===== config.mk =====
export PLATFORM = sky130hd
export DESIGN_NAME = prog_counter
export DESIGN_NICKNAME = d
export VERILOG_FILES = /design/src/rtl/prog_counter.sv
export SDC_FILE = /design/constraint.sdc
export NUM_CORES = 1
export LEC_CHECK = 0
export CAP_MARGIN = 10
export CORE_MARGIN = 2
export CORE_UTILIZATION = 34
export DETAILED_ROUTE_END_ITERATION = 6
export PLACE_DENSITY = 0.76
export RECOVER_POWER = 50
export SYNTH_ARGS = -nofsm -noshare
export SYNTH_HDL_FRONTEND = slang
export SYNTH_SLANG_ARGS = --single-unit
export TNS_END_PERCENT = 5

===== constraint.sdc =====
create_clock -name CLK -period 1.3 [get_ports CLK]
set_input_delay 0.325 -clock CLK [delete_from_list [all_inputs] [get_ports CLK]]
set_output_delay 0.325 -clock CLK [all_outputs]
set_load 0.01 [all_outputs]

===== src/rtl/prog_counter.sv =====
// prog_counter: program counter for the 1024-word program ROM, with an
// optional internal return stack for CALL/RET.
//
// Build option: define PROG_COUNTER_RSTACK_EN to compile in the internal
// return stack. Without it, mux select 01 takes the external FROM_STACK
// port and the stack status outputs are tied off.
//
// PC_COUNT is a plain register; the ROM adds its own read latency.
// Update priority each cycle is RST, HOLD, PC_LD, PC_INC, else hold.

module prog_counter #(
    parameter int                ADDR_W      = 10,
    parameter int                STACK_DEPTH = 8,
    parameter logic [ADDR_W-1:0] INTR_VEC    = 10'h3FF
) (
    input  logic                          CLK,
    input  logic                          RST,
    input  logic                          PC_LD,
    input  logic                          PC_INC,
    input  logic [1:0]                    PC_MUX_SEL,
    input  logic [ADDR_W-1:0]             FROM_IMMED,
    input  logic [ADDR_W-1:0]             FROM_STACK,
    input  logic                          HOLD,
    input  logic                          CALL_PUSH,
    input  logic                          RET_POP,
    output logic [ADDR_W-1:0]             PC_COUNT,
    output logic [$clog2(STACK_DEPTH):0]  RS_DEPTH,
    output logic                          RS_FULL,
    output logic                          RS_EMPTY,
    output logic                          RS_OVF,
    output logic                          RS_UNF
);

    // Address presented on mux select 01 (internal top-of-stack or external port)
    logic [ADDR_W-1:0] stack_src;
    logic [ADDR_W-1:0] mux_pc;

`ifdef PROG_COUNTER_RSTACK_EN

    localparam int PTR_W   = $clog2(STACK_DEPTH);
    localparam int DEPTH_W = PTR_W + 1;

    logic [ADDR_W-1:0]  stack_mem [STACK_DEPTH];
    logic [DEPTH_W-1:0] depth_q;
    logic               ovf_q;
    logic               unf_q;
    logic               stack_full;
    logic               stack_empty;
    logic [PTR_W-1:0]   top_idx;
    logic [PTR_W-1:0]   push_idx;
    logic [ADDR_W-1:0]  pc_plus1;
    logic               do_push;
    logic               unused_from_stack;

    // The external return-address port has no role when the stack is internal
    assign unused_from_stack = ^FROM_STACK;

    assign stack_full  = (depth_q == DEPTH_W'(STACK_DEPTH));
    assign stack_empty = (depth_q == '0);
    assign top_idx     = PTR_W'(depth_q - DEPTH_W'(1));
    assign push_idx    = PTR_W'(depth_q);
    assign pc_plus1    = PC_COUNT + ADDR_W'(1);

    // A push that coincides with a pop is discarded; a push when full is dropped
    assign do_push = !RST && !HOLD && CALL_PUSH && !RET_POP && !stack_full;

    // Top entry is read combinationally so a pop and a load in one cycle
    // lands on the address being popped; an empty stack reads as zero
    assign stack_src = stack_empty ? '0 : stack_mem[top_idx];

    // Stack storage: written with the return address, never cleared
    always_ff @(posedge CLK) begin
        if (do_push)
            stack_mem[push_idx] <= pc_plus1;
    end

    // Occupancy and sticky error flags; pop takes precedence over push
    always_ff @(posedge CLK) begin
        if (RST) begin
            depth_q <= '0;
            ovf_q   <= 1'b0;
            unf_q   <= 1'b0;
        end else if (!HOLD) begin
            if (RET_POP) begin
                if (stack_empty)
                    unf_q <= 1'b1;
                else
                    depth_q <= depth_q - DEPTH_W'(1);
            end else if (CALL_PUSH) begin
                if (stack_full)
                    ovf_q <= 1'b1;
                else
                    depth_q <= depth_q + DEPTH_W'(1);
            end
        end
    end

    assign RS_DEPTH = depth_q;
    assign RS_FULL  = stack_full;
    assign RS_EMPTY = stack_empty;
    assign RS_OVF   = ovf_q;
    assign RS_UNF   = unf_q;

`else

    logic unused_stack_ctrl;

    // Without the internal stack the push/pop strobes are ignored
    assign unused_stack_ctrl = CALL_PUSH ^ RET_POP;

    assign stack_src = FROM_STACK;

    assign RS_DEPTH = '0;
    assign RS_FULL  = 1'b0;
    assign RS_EMPTY = 1'b1;
    assign RS_OVF   = 1'b0;
    assign RS_UNF   = 1'b0;

`endif

    // Load-source selection for the next PC
    always_comb begin
        mux_pc = '0;
        case (PC_MUX_SEL)
            2'b00:   mux_pc = FROM_IMMED;
            2'b01:   mux_pc = stack_src;
            2'b10:   mux_pc = INTR_VEC;
            default: mux_pc = '0;
        endcase
    end

    // PC register: reset, stall, load, increment (wraps), else hold
    always_ff @(posedge CLK) begin
        if (RST)
            PC_COUNT <= '0;
        else if (HOLD)
            PC_COUNT <= PC_COUNT;
        else if (PC_LD)
            PC_COUNT <= mux_pc;
        else if (PC_INC)
            PC_COUNT <= PC_COUNT + ADDR_W'(1);
    end

endmodule


### After elaboration in Yosys (flattened, before gate mapping)

Index checks and enable logic that the tools add are counted.
Widths: inputs -> output; s select.

* register bits after elaboration: 10
* bits of input ports: 29
* output and inout port bits: 18
* logic and storage cells: 11

* add/subtract/negate cells: 1
* equality and inequality tests: 2
* multiplexer cells: 3
* bitwise operators: 1
* reductions and logical operators: 3

Operator list (number)
* $pmux 10 s3: 1
* $mux 10: 2
* $add 10x1->10 const B: 1
* $eq 2x1->1 const B: 1
* $eq 2x2->1 const B: 1
* $logic_not 2->1: 1
* $reduce_and 2->1: 1
* $reduce_bool 2->1: 1
* $not 1->1: 1

### Depth between registers and ports, before layout

Gate-level depths: netlist of run 1.

* word-level depth: 3
* gate-level depth with buffers: 5
* gate-level depth less buffers: 5

### Least setup slack after synthesis of run 1

No wires, ideal clock.

* path kind: reg2reg
* from: register PC_COUNT[2]
* to: register PC_COUNT[9]
* setup time: 0.122 ns
* arrival time: 1.246 ns
* required time: 1.178 ns
* path slack: -0.068 ns
* cell stages (with the launch flop): 5
* buffers on the path: 0
* clock period less this slack: 1.368 ns
* cell sequence: dfxtp_1 nand3_2 nor3_1 nand3_1 o311a_1

* cells in the longest elaborated chain, start to end: 3

RTL lines
* from (decl): line 26 `output logic [ADDR_W-1:0] PC_COUNT,`
* from (signal assigned): line 139 `PC_COUNT <= mux_pc;`
* from (signal assigned): line 141 `PC_COUNT <= PC_COUNT + ADDR_W'(1);`
* $add 10x1->10: line 141
* $mux 10: line 140 `else if (PC_INC)`
* $mux 10: line 138 `else if (PC_LD)`

No other way between the ends. The select of a mux whose other input is x is not followed.
A chain may end at the register's enable or synchronous reset.

### Final worst setup path of run 1

* from: input PC_LD
* to: register PC_COUNT[9]

* cells in the longest elaborated chain, start to end: 2

RTL lines
* from (decl): line 18 `input logic PC_LD,`
* $reduce_bool 2->1 (no line)
* $reduce_and 2->1 (no line)

Several ways; a longest one is shown, not always the timed one.

==> run metrics, run 1 <==
Post-Route Skew=0.00553 ns; Syn Std Cell Area=826 um^2; core area=2250 um^2; Peak supply drop=0.550 mV; Wirelength per Cell=13.0 um; top cells by area, synth=sky130_fd_sc_hd__dfxtp_1 (24%), sky130_fd_sc_hd__buf_4 (8.2%), sky130_fd_sc_hd__a211oi_1 (6.4%); setup violation total in the final timing report=0; type of the most critical hold path=register to register; RD Place Congestion=0.884; Worst EP arrival=1.44 ns; final standard cell count with taps included and fillers excluded=194; Pwr per Cell Area=691 nW/um^2; Synth warnings=0; Remaining Overflow, GRT=0; number of max-cap violations=0; fraction of final layout cells with drive strength greater than 1=0.283; GR Util All Layers=0.180; number of flip-flops under the largest register name=10; Port-buffer cells=36; number of vias per cell after detailed routing=5.20; maximum buffer depth of the clock tree=2; CTS H-tree lvls=1; Post-DP HPWL=1960 um; achievable frequency=0.792 GHz; clock tree from TritonCTS=done; detailed-router iteration count before antenna repair=4; post-synthesis average cell area=7.37 um^2; final antenna diode count=0; RSZ-0062 raised after global routing=yes; min cycle time layout=1.26 ns; post-synthesis sequential area ratio=0.242; row count=17; result of the run=finished clean; worst setup path class=input pin to register; Leakage=0.602 nW; clock-pin slew of the registers on the worst-case setup and hold paths=0.07 ns; number of instances in the placed design=189; Final period util=0.971; DRC Markers=0; clock latency at the later pin of the worst-skew pair=0.29 ns; register ranked first by flip-flop count=PC_COUNT; wire length of the first global-routing pass=3640 um; number of routed nets with antenna violations=0; total wire length after detailed routing=2530 um; count of final hold-check violations=0; Inserted Clock Buffers=3; pin count of the biggest net entering global routing=13; startpoint kind of the worst setup timing path=input pin; count of pins over their slew limit=0; most numerous cell types in the synthesized netlist=sky130_fd_sc_hd__dfxtp_1 (10), sky130_fd_sc_hd__nor2_1 (10), sky130_fd_sc_hd__buf_4 (9); distinct cell type count after synthesis=36; effective utilization at floorplan=0.366; I/O pin count=47; number of flip-flops and latches in the synthesized netlist=10; Final Instance Area=1430 um^2; Die Y-Extent=53.3 um; Hold Worst Slack=0.562 ns; maximum fanout along the worst path=6; proportion of netlist area held by the largest area contributor=0.242; synthesis-to-layout area growth=73.2%; area of placed instances=1320 um^2; number of sinks driven by the clock tree=10; cell accounting for the most synthesized area=sky130_fd_sc_hd__dfxtp_1; initial drt markers=16; synthesized instance count=112; Synth async-reset ratio=0; die outline area=2840 um^2; number of global-route vias before repair=895; Root Buffer Master=sky130_fd_sc_hd__clkbuf_4; die outline width=53.3 um; initial antenna violation count=0; leading register cell type out of synthesis=sky130_fd_sc_hd__dfxtp_1; required time at the worst-slack endpoint=1.48 ns; aggregate negative setup slack=0 ns; top flop regs=PC_COUNT x10; layout net count=197; count of flip-flops with a built-in enable after synthesis=0; kind of capture point of the worst setup path=register; vias after detailed routing=1,009
cell type report:
cell class	instances	area, um^2
Fill cell	210	825
Multi-Input combinational cell	89	603
Timing Repair Buffer	59	528
Sequential cell	10	213
Clock buffer	4	36.3
Tap cell	28	35.0
Inverter	4	15.0
placed cells by master, fill, tap and decap left out, types with 2 or more instances in the layout:
master / instances
sky130_fd_sc_hd__nand2_1: 4
sky130_fd_sc_hd__buf_4: 20
sky130_fd_sc_hd__o21ai_0: 7
sky130_fd_sc_hd__nor2_2: 2
sky130_fd_sc_hd__clkbuf_4: 3
sky130_fd_sc_hd__clkdlybuf4s15_1: 3
sky130_fd_sc_hd__inv_1: 4
sky130_fd_sc_hd__o21a_1: 2
sky130_fd_sc_hd__dfxtp_4: 2
sky130_fd_sc_hd__nor2_1: 8
sky130_fd_sc_hd__nor3_1: 6
sky130_fd_sc_hd__a211oi_1: 6
sky130_fd_sc_hd__dfxtp_1: 4
sky130_fd_sc_hd__o21bai_1: 2
sky130_fd_sc_hd__nand3_1: 4
sky130_fd_sc_hd__conb_1: 8
sky130_fd_sc_hd__a31oi_1: 4
sky130_fd_sc_hd__buf_6: 3
sky130_fd_sc_hd__nand2b_1: 5
sky130_fd_sc_hd__dlygate4sd2_1: 10
sky130_fd_sc_hd__dfxtp_2: 4
sky130_fd_sc_hd__a21oi_1: 6
sky130_fd_sc_hd__clkdlybuf4s50_1: 21
critical path, cell delays in order:
cell	delay [ns]
sky130_fd_sc_hd__dlygate4sd2_1	0.28
sky130_fd_sc_hd__buf_4	0.17
sky130_fd_sc_hd__o21ba_4	0.24
sky130_fd_sc_hd__a311o_1	0.32
sky130_fd_sc_hd__o311a_1	0.11
per-layer routing:
metal | global-route usage | wire [um]
met4 | 0.103 | 43
met3 | 0.0480 | 146
met2 | 0.298 | 1230
met5 | 0 | 0
met1 | 0.205 | 1100
through the flow:
step	setup WS (ns)	utilization	power [W]
final	0.0377	0.634	0.000988
after global routing	-0.0254	0.634	0.00104
after CTS	-0.107	0.594	0.000956
after detailed placement	-0.502	0.583	0.000683
after global placement	-0.434	0.583	0.000675
after floorplan	0.0338	-	0.000509
path summary, 6_finish.rpt:
path | to | slack [ns] | start | depth (start not counted)
hold / removal | PC_COUNT[4]$_SDFFE_PP0P_ | 0.56 | PC_COUNT[4]$_SDFFE_PP0P_ | 2
setup / recovery | PC_COUNT[9]$_SDFFE_PP0P_ | 0.04 | PC_LD | 5
hold reg to reg | PC_COUNT[4]$_SDFFE_PP0P_ | 0.56 | PC_COUNT[4]$_SDFFE_PP0P_ | 2
setup reg to reg | PC_COUNT[9]$_SDFFE_PP0P_ | 0.05 | PC_COUNT[6]$_SDFFE_PP0P_ | 4
power by group:
| part | internal (W) | switching (W) |
|---|---|---|
| Clock | 0.000171 | 0.000126 |
| Combinational | 0.000190 | 0.000144 |
| Sequential | 0.000329 | 0.0000280 |
logic make-up (layout without fill, tap and decap cells):
kind of cell,after synthesis,count (layout),synth area share
AO/OA/AOI/OAI,41,41,0.344
AND/OR/NAND/NOR,39,39,0.247
buffers and inverters,19,67,0.142
flip-flops,10,10,0.242
other,2,8,0.00909
adder cells (fa/ha/maj),1,1,0.0151
repair_timing:
item / CTS / global route
endpoints found under the setup margin: 20 / 8
hold buffers: 0 / 0
gates cloned: 0 / 0
pin swaps: 5 / 8
setup buffers: 0 / 1
gates resized for setup: 18 / 26
(Power assumes the default switching activity.)
==> run 2: changes to the inputs <==
--- a/config.mk
+++ b/config.mk
@@ -6,11 +6,11 @@
 export NUM_CORES = 1
 export LEC_CHECK = 0
 export CAP_MARGIN = 10
-export CORE_MARGIN = 2
+export CORE_MARGIN = 1
 export CORE_UTILIZATION = 34
 export DETAILED_ROUTE_END_ITERATION = 6
 export PLACE_DENSITY = 0.76
-export RECOVER_POWER = 50
+export RECOVER_POWER = 100
 export SYNTH_ARGS = -nofsm -noshare
 export SYNTH_HDL_FRONTEND = slang
 export SYNTH_SLANG_ARGS = --single-unit
==> run 2 against run 1 <==
Fmax fell by 1.6%. Global-route usage rose by 2.6 points. Via count rose by 2.1%. Critical endpoint is now PC_COUNT[6]$_SDFFE_PP0P_. Wire length rose by 4.5%. Highest routed layer unchanged. Clock power barely moved. Clock skew fell by 0.00057 ns. Sequential share of layout area fell by 0.071 points. First-iteration DRC count rose by 50%.
==> run metrics, run 2 (same netlist as run 1, synthesis figures left out) <==
ordered list of cells on the worst path=ha_4, nand4_1, o21ai_1, a21oi_1, a211oi_1; initial drt markers=24 (+8); worst hold path startpoint=PC_LD; die outline area=2630 um^2 (-7.4%); effective utilization at floorplan=0.366 (unchanged); min cycle time layout=1.28 ns (+0.0207 ns); type of the most critical hold path=input pin to register; CP startpoint=PC_COUNT[0]$_SDFFE_PP0P_; final standard cell count with taps included and fillers excluded=196 (+1.0%); number of global-route vias before repair=927 (+3.6%); CTS H-tree lvls=1 (unchanged); share of total power in combinational logic=0.348 (+0.010); row count=17 (unchanged); Clk pwr share=0.298 (-0.003); number of cell instances on the worst register-to-register path=5 (+1); GR Util All Layers=0.206 (+0.0265); FF-to-FF End=PC_COUNT[6]$_SDFFE_PP0P_; number of max-cap violations=0 (unchanged); area of placed instances=1320 um^2 (+0.57%); vias after detailed routing=1,030 (+2.1%); final setup slack of the worst path=0.0170 ns (-0.0207 ns); clock-pin slew of the registers on the worst-case setup and hold paths=0.07 ns (about the same); most frequent standard cell in the layout excluding fill and tap cells=sky130_fd_sc_hd__buf_4; pin count of the biggest net entering global routing=13 (unchanged); post-layout power=0.00100 W (+1.2%); number of instances in the placed design=190 (+0.53%); count of final hold-check violations=0 (unchanged); Pwr per Cell Area=688 nW/um^2 (-0.41%); RD Place Congestion=0.897 (+1.5%); worst setup path class=register to register; library cell contributing the largest single delay on the critical path=sky130_fd_sc_hd__dfxtp_4; aggregate negative setup slack=0 ns (unchanged); Worst EP arrival=1.47 ns (+0.03 ns); leading cell types in the layout, fill and taps excluded=sky130_fd_sc_hd__buf_4 (23), sky130_fd_sc_hd__clkdlybuf4s50_1 (21), sky130_fd_sc_hd__dlygate4sd2_1 (11), sky130_fd_sc_hd__conb_1 (8); number of vias per cell after detailed routing=5.26 (+1.0%); maximum buffer depth of the clock tree=2 (unchanged); clock latency at the later pin of the worst-skew pair=0.28 ns (about the same); initial antenna violation count=0 (unchanged); number of sinks driven by the clock tree=10 (unchanged); top flop regs=PC_COUNT x10; result of the run=finished clean; Port-buffer cells=36 (unchanged); Inserted Clock Buffers=3 (unchanged); final antenna diode count=0 (unchanged); number of routed nets with antenna violations=0 (unchanged); Post-Route Skew=0.00495 ns (-0.000571 ns); startpoint kind of the worst setup timing path=register; Internal=0.000696 W (+0.91%); clock tree from TritonCTS=done; achievable frequency=0.779 GHz (-1.6%); minimum setup slack after placement=-0.509 ns (-0.00667 ns); DRC Markers=0 (unchanged); total wire length after detailed routing=2640 um (+4.5%); Final period util=0.987 (+0.0159); Max stage delay on crit path=0.39 ns (+0.07 ns); Leakage=0.632 nW (+4.9%); Post-DP HPWL=1930 um (-1.4%); launch point of the worst reg-to-reg path=PC_COUNT[0]$_SDFFE_PP0P_; switching power total=0.000305 W (+2.0%); detailed-router iteration count before antenna repair=5 (+1); fraction of final layout cells with drive strength greater than 1=0.321 (+0.0383); filler cell count=206 (-1.9%); die outline width=51.3 um (-3.8%); setup violation total in the final timing report=0 (unchanged); Final Instance Area=1450 um^2 (+1.7%); share of total power consumed by net switching=0.304 (+0.00233); Remaining Overflow, GRT=0 (unchanged); RSZ-0062 raised after global routing=yes; layout net count=199 (+1.0%); Cells on Worst Hold Path=2 (unchanged); I/O pin count=47 (unchanged); Wirelength per Cell=13.5 um (+3.4%); kind of capture point of the worst setup path=register; number of flip-flops under the largest register name=10 (unchanged); register share of total power=0.354 (-0.007); count of pins over their slew limit=0 (unchanged); Die Y-Extent=51.3 um (-3.8%); maximum fanout along the worst path=6 (unchanged); Worst Setup EP=PC_COUNT[6]$_SDFFE_PP0P_; Peak supply drop=0.435 mV (-21%); core area=2250 um^2 (unchanged); register ranked first by flip-flop count=PC_COUNT; required time at the worst-slack endpoint=1.49 ns (about the same); Root Buffer Master=sky130_fd_sc_hd__clkbuf_4; wire length of the first global-routing pass=3970 um (+9.3%); synthesis-to-layout area growth=76.1%; R2R setup slack=0.02 ns (-0.03 ns)
run 2: area by class of cell:
cell class	instances	area, um^2	share of cell area
sequential	10	215	0.148
inverter	4	15.0	0.0103
timing repair buffer	61	537	0.369
clock buffer	4	36.3	0.0250
tap	28	35.0	0.0241
multi-input combinational	89	616	0.423
run 2: per-layer routing:
metal,vias up,part of all wire,track usage
met5,-,0,0
met4,0,0.039,0.108
met3,9,0.048,0.0387
met2,39,0.49,0.331
met1,467,0.42,0.259
li1,515,-,-
run 2: worst min-delay path by stage:
stage,endpoint,slack (ns)
2_1_floorplan,PC_COUNT[5]$_SDFFE_PP0P_,0.51
3_3_place_gp,PC_COUNT[1]$_SDFFE_PP0P_,0.52
3_5_place_dp,PC_COUNT[1]$_SDFFE_PP0P_,0.53
4_1_cts,PC_COUNT[9]$_SDFFE_PP0P_,0.54
5_1_grt,PC_COUNT[9]$_SDFFE_PP0P_,0.41
6_report,PC_COUNT[9]$_SDFFE_PP0P_,0.40
run 2: what timing repair did:
action | 4_1_cts | 5_1_grt
setup endpoints to repair | 20 | 10
pin swaps | 7 | 10
setup buffers | 0 | 2
resized for setup | 23 | 25
hold buffers | 0 | 0
run 2: worst max-delay path, delay by kind of cell, from the launching register on:
family	cells	cell delay [ns]
AO/OA/AOI/OAI	3	0.50
AND/OR/NAND/NOR	1	0.17
adder cells (fa/ha/maj)	1	0.13
flip-flops	1	0.39
run 2: power groups by stage:
stage / clock [W] / sequential [W] / combinational, W
5_1_grt: 0.000313 / 0.000359 / 0.000376
2_1_floorplan: 0 / 0.000367 / 0.000142
6_report: 0.000299 / 0.000354 / 0.000348
3_5_place_dp: 0 / 0.000357 / 0.000328
3_3_place_gp: 0 / 0.000355 / 0.000322
4_1_cts: 0.000295 / 0.000349 / 0.000328
run 2: per-stage QoR:
step                 util  hold WS (ns)
floorplan               -         0.509
global placement    0.587         0.520
detailed placement  0.587         0.527
CTS                 0.610         0.537
global route        0.645         0.415
finish              0.645         0.398
